### src/rtl/countdown_ctrl.sv
// Two-digit BCD countdown controller.
// A preset (00..99) is loaded, counted down one step per TICK strobe while
// running, and on reaching 00 the block raises ALARM for ALARM_TICKS strobes.
// On leaving ALARM it either idles at 00 or reloads the stored preset and
// runs again. DONE is a one-clock pulse marking the clock after the 01->00 step.
module countdown_ctrl #(
  parameter int unsigned ALARM_TICKS = 5,    // ALARM duration in TICK strobes, 1..15
  parameter bit          AUTO_RELOAD = 1'b0  // 1: reload the stored preset after ALARM
) (
  input  logic       CLK,
  input  logic       MR,
  input  logic       LD,
  input  logic [3:0] PRE_T,
  input  logic [3:0] PRE_U,
  input  logic       START,
  input  logic       PAUSE,
  input  logic       TICK,
  output logic [3:0] Q_T,
  output logic [3:0] Q_U,
  output logic       BUSY,
  output logic       DONE,
  output logic       ALARM
);

  typedef enum logic [1:0] {
    S_IDLE   = 2'd0,
    S_RUN    = 2'd1,
    S_PAUSED = 2'd2,
    S_ALARM  = 2'd3
  } state_t;

  // Value of the alarm counter on the strobe that ends ALARM.
  localparam logic [3:0] LAST_ALARM = 4'(ALARM_TICKS - 1);

  state_t     state_q, state_d;
  logic [3:0] cnt_t_q, cnt_t_d;
  logic [3:0] cnt_u_q, cnt_u_d;
  logic [3:0] pre_t_q, pre_t_d;
  logic [3:0] pre_u_q, pre_u_d;
  logic [3:0] acnt_q,  acnt_d;
  logic       done_q,  done_d;
  logic       busy_q,  busy_d;
  logic       alarm_q, alarm_d;

  logic cnt_is_zero;
  logic cnt_is_one;
  logic pre_is_zero;

  // Out-of-range BCD preset digits saturate at 9.
  function automatic logic [3:0] clamp_bcd(input logic [3:0] d);
    return (d > 4'd9) ? 4'd9 : d;
  endfunction

  assign cnt_is_zero = (cnt_t_q == 4'd0) && (cnt_u_q == 4'd0);
  assign cnt_is_one  = (cnt_t_q == 4'd0) && (cnt_u_q == 4'd1);
  assign pre_is_zero = (pre_t_q == 4'd0) && (pre_u_q == 4'd0);

  // Next-state decode: commands resolved in priority order LD > START > PAUSE > TICK.
  always_comb begin
    // NOTE: every signal assigned here gets a default first so no path leaves
    // one unassigned; an unassigned path would infer a latch.
    state_d = state_q;
    cnt_t_d = cnt_t_q;
    cnt_u_d = cnt_u_q;
    pre_t_d = pre_t_q;
    pre_u_d = pre_u_q;
    acnt_d  = acnt_q;
    done_d  = 1'b0;

    if (LD) begin
      cnt_t_d = clamp_bcd(PRE_T);
      cnt_u_d = clamp_bcd(PRE_U);
      pre_t_d = clamp_bcd(PRE_T);
      pre_u_d = clamp_bcd(PRE_U);
      acnt_d  = 4'd0;
      state_d = S_IDLE;
    end else begin
      unique case (state_q)
        S_IDLE: begin
          // A zero count has nothing to run down, so START is ignored.
          if (START && !cnt_is_zero) state_d = S_RUN;
        end

        S_RUN: begin
          // START is meaningless while running; PAUSE swallows a same-cycle TICK.
          if (PAUSE) begin
            state_d = S_PAUSED;
          end else if (TICK) begin
            if (cnt_is_one) begin
              cnt_u_d = 4'd0;
              acnt_d  = 4'd0;
              done_d  = 1'b1;
              state_d = S_ALARM;
            end else if (cnt_u_q != 4'd0) begin
              cnt_u_d = cnt_u_q - 4'd1;
            end else begin
              cnt_u_d = 4'd9;
              cnt_t_d = cnt_t_q - 4'd1;
            end
          end
        end

        S_PAUSED: begin
          if (START) state_d = S_RUN;
        end

        S_ALARM: begin
          // Only LD or MR abort ALARM; START and PAUSE are ignored here.
          if (TICK) begin
            if (acnt_q == LAST_ALARM) begin
              acnt_d = 4'd0;
              if (AUTO_RELOAD && !pre_is_zero) begin
                cnt_t_d = pre_t_q;
                cnt_u_d = pre_u_q;
                state_d = S_RUN;
              end else begin
                state_d = S_IDLE;
              end
            end else begin
              acnt_d = acnt_q + 4'd1;
            end
          end
        end

        default: state_d = S_IDLE;
      endcase
    end

    // Status flags are derived from the next state and then registered,
    // so BUSY and ALARM come straight from flops.
    busy_d  = (state_d == S_RUN) || (state_d == S_PAUSED);
    alarm_d = (state_d == S_ALARM);
  end

  // State and output registers; MR clears everything immediately.
  always_ff @(posedge CLK or posedge MR) begin
    if (MR) begin
      state_q <= S_IDLE;
      cnt_t_q <= 4'd0;
      cnt_u_q <= 4'd0;
      pre_t_q <= 4'd0;
      pre_u_q <= 4'd0;
      acnt_q  <= 4'd0;
      done_q  <= 1'b0;
      busy_q  <= 1'b0;
      alarm_q <= 1'b0;
    end else begin
      // NOTE: registers use non-blocking assignments so every flop samples
      // the pre-edge values and the update order inside the block is irrelevant.
      state_q <= state_d;
      cnt_t_q <= cnt_t_d;
      cnt_u_q <= cnt_u_d;
      pre_t_q <= pre_t_d;
      pre_u_q <= pre_u_d;
      acnt_q  <= acnt_d;
      done_q  <= done_d;
      busy_q  <= busy_d;
      alarm_q <= alarm_d;
    end
  end

  assign Q_T   = cnt_t_q;
  assign Q_U   = cnt_u_q;
  assign BUSY  = busy_q;
  assign DONE  = done_q;
  assign ALARM = alarm_q;

endmodule

### config.mk
export PLATFORM = sky130hd
export DESIGN_NAME = countdown_ctrl
export DESIGN_NICKNAME = d
export VERILOG_FILES = /design/src/rtl/countdown_ctrl.sv
export SDC_FILE = /design/constraint.sdc
export NUM_CORES = 1
export LEC_CHECK = 0
export BUFFER_PORTS_ARGS = -buffer_cell sky130_fd_sc_hd__buf_2
export CELL_PAD_IN_SITES_DETAIL_PLACEMENT = 0
export CELL_PAD_IN_SITES_GLOBAL_PLACEMENT = 1
export CORE_ASPECT_RATIO = 0.75
export CORE_UTILIZATION = 40
export DETAILED_ROUTE_END_ITERATION = 10
export MAX_ROUTING_LAYER = met4
export PLACE_DENSITY_LB_ADDON = 0.2
export REMOVE_ABC_BUFFERS = 1
export SYNTH_ARGS = -nofsm -noshare
export SYNTH_HDL_FRONTEND = slang
export SYNTH_SLANG_ARGS = --single-unit
### constraint.sdc
create_clock -name CLK -period 2.32 [get_ports CLK]
set_clock_uncertainty 0.1 [all_clocks]
set_input_delay 0.464 -clock CLK [delete_from_list [all_inputs] [get_ports CLK]]
set_output_delay 0.464 -clock CLK [all_outputs]
set_load 0.01 [all_outputs]
==> results.py <==
metrics = {
    "timing": {
        "relSlewSlack": 0.558,
        "slew_viol_final": 0,
        "min_period_ns": 2.16,
        "finalSetupViolCount": 0,
        "final.setup.tns_ns": 0,
        "period_share": 0.933,
        "rsz0062_at_grt": "false",
        "fin_ws_ns": 0.156,
        "finalHoldViolations": 0,
        "timing.fmax_mhz": 462,
        "worstMarginPinSlew_ns": 0.663,
    },
    "yosys": {
        "netlist-cell-type-count": 44,
        "seq_area_frac_synth": 0.386,
        "synth.cell_area_sq_um": 1100,
        "ys_ff_latch": 17,
        "synth-edff-count": 0,
        "synth_top_family_by_area": "compound AO/OA/AOI/OAI gates",
        "synth_compound_area_frac": 0.235,
        "synth-xor-area-share": 0.0159,
        "syn_inst": 117,
        "syn-mean-instance-area_sq_um": 9.41,
        "synth.mux.area_fraction": 0.00909,
        "ys_warn_count": 0,
        "ys.flop_type": "dfrtp_1",
        "synth_simple_gate_area_frac": 0.208,
        "synthAdderAreaFrac": 0.0795,
        "async_reset_ff_frac": 1.00,
    },
    "worst_setup_path": {
        "endpoint_kind": "flop",
        "critPathMaxFanout": 7,
        "crit_arrival_ns": 2.26,
        "cp-start-kind": "flop",
        "critPathRequiredTime_ns": 2.41,
        "critical_path_class": "flop to flop",
    },
    "finish": {
        "final_cell_mix": "buf_2 (24), dfrtp_1 (17), inv_1 (12)",
        "multiInputGateArea_sq_um": 603,
        "final_layout_size_suffix_gt1_frac": 0.264,
        "diodes": 0,
        "final_cells": 180,
        "final_util": 0.498,
        "postLayoutCellArea_sq_um": 1300,
        "nFillCells": 260,
        "seqCellArea_sq_um": 425,
        "nNetsFinal": 166,
        "area_growth_pct": 17.7,
        "layout_commonest_cell": "buf_2",
    },
    "placement": {
        "dp.cells": 176,
        "place_ws_ns": 0.148,
        "postPlaceCellArea_sq_um": 1270,
        "io_buffer_count": 24,
        "gp_congestion": 0.919,
        "dp_hpwl_mm": 1.78,
    },
    "run": {
        "max_cap_violations": 0,
    },
    "clock_network": {
        "clk_pin_slew_worst_paths_ns": 0.10,
        "clock_path_buffers": 2,
        "cts_sinks": 17,
        "hold_buffers": 0,
        "h-tree-depth": 1,
        "postCtsSetupBuffers": 0,
        "ctsRootBufferMaster": "clkbuf_4",
        "cts_tree": "built",
        "worstSkewPairLatency_ns": 0.30,
        "numCtsBuffers": 3,
        "cts.repair.resized": 0,
    },
    "floorplanning": {
        "rows": 16,
        "ios": 25,
        "initial_utilization": 0.423,
        "die_h_um": 47.4,
        "die-width_um": 62.6,
        "dieArea_sq_um": 2970,
        "core_area_sq_um": 2600,
    },
    "global_route": {
        "globalRouteOverflowTotal": 0,
        "grt_first_pass_wirelength_mm": 3.81,
        "grt_antenna_before_repair": 0,
        "grt_max_degree": 19,
        "track_usage": 0.178,
        "grt_pass1_vias": 825,
    },
    "pwr": {
        "p_sw_w": 0.000231,
        "power.share.clock": 0.234,
        "switching_share": 0.331,
        "vdd_drop_max_mv": 0.391,
        "pwr-share-comb": 0.263,
        "power_per_cell_area_nw_per_um2": 538,
        "p_int_w": 0.000467,
        "seqPwrFrac": 0.503,
        "leakage_nw": 0.571,
    },
    "routing": {
        "wl_mm": 2.38,
        "wire_per_inst_um": 13.2,
        "first_pass_iters": 4,
        "via_per_inst": 5.39,
        "ant_nets": 0,
        "num_vias": 970,
        "route.detailed.drc": 0,
        "drt_iter0_drc": 41,
    },
    "hold_path": {
        "hold_class": "input pin to asynchronous set/reset pin",
    },
    "outcome": {
        "outcome": "finished clean",
    },
}
-- worst max-delay path, cell delays in order (launching register included) --
cell     delay (ns)
dfrtp_1        0.43
inv_1          0.12
ha_1           0.17
or3b_1         0.50
nor4b_1        0.33
nor3_1         0.11
ha_1           0.29
-- through the flow --
| step | hold slack [ns] | total power [W] |
|---|---|---|
| 2_1_floorplan | 0.290 | 0.000463 |
| 3_3_place_gp | 0.429 | 0.000537 |
| 3_5_place_dp | 0.457 | 0.000540 |
| 4_1_cts | 0.160 | 0.000707 |
| 5_1_grt | 0.177 | 0.000747 |
| 6_report | 0.142 | 0.000698 |
-- cell type report --
class	instances	area share
Timing Repair Buffer	28	0.116
Inverter	12	0.0347
Clock buffer	3	0.0174
Multi-Input combinational cell	83	0.465
Sequential cell	17	0.328
Clock inverter	1	0.00386
Tap cell	36	0.0347
-- routing by layer --
metal  track usage  share of wire
met1         0.241           0.54
met2         0.254           0.40
met3        0.0524          0.045
met4        0.0605         0.0088
met5             -              0
-- kinds of logic after synthesis --
group / after synthesis
xor gates and xnor gates: 2
buffers and inverters: 17
adders and majority gates: 7
AOI/OAI and AO/OA: 36
DFF: 17
muxes: 1
and+or+nand+nor: 37
-- path summary, 6_finish.rpt --
path	cells past startpoint	slack, ns	end	startpoint
worst max-delay path	6	0.16	BUSY	Q_U[1]
worst min-delay path	2	0.14	ALARM	MR
worst max register to register	6	0.16	BUSY	Q_U[1]
worst min register to register	2	0.47	Q_U[1]	Q_U[1]
max in group asynchronous	2	1.56	Q_T[3]	MR
min in group CLK	3	0.30	Q_U[2]	PRE_U[2]
-- power groups by stage --
stage                     logic [W]  clock network, W  registers (W)
final                      0.000183          0.000164       0.000351
after global placement     0.000181                 0       0.000356
after global routing       0.000205          0.000187       0.000355
after CTS                  0.000185          0.000171       0.000350
after detailed placement   0.000184                 0       0.000356
after floorplan           0.0000998                 0       0.000363
-- synthesized netlist by cell type, drive strengths merged, types with 2 or more instances --
cell,number,share of area
dfrtp,17,0.39
inv,12,0.041
a21oi,9,0.041
ha,7,0.080
nand2,7,0.024
o21ai,7,0.032
nor2,4,0.014
nor3,4,0.018
nor3b,4,0.036
a31oi,3,0.017
clkbuf,3,0.011
nand3,3,0.014
nand3b,3,0.020
a211oi,2,0.018
buf,2,0.014
nor2b,2,0.011
nor4b,2,0.016
o211ai,2,0.014
o22ai,2,0.011
or3b,2,0.016
xnor2,2,0.016
-- flip-flops by register name (all words and copies together), names as in the netlist --
signal / count
state_q: 2
Q_T: 4
acnt_q: 4
Q_U: 4
ALARM: 1
BUSY: 1
DONE: 1
(Power assumes the default switching activity.)
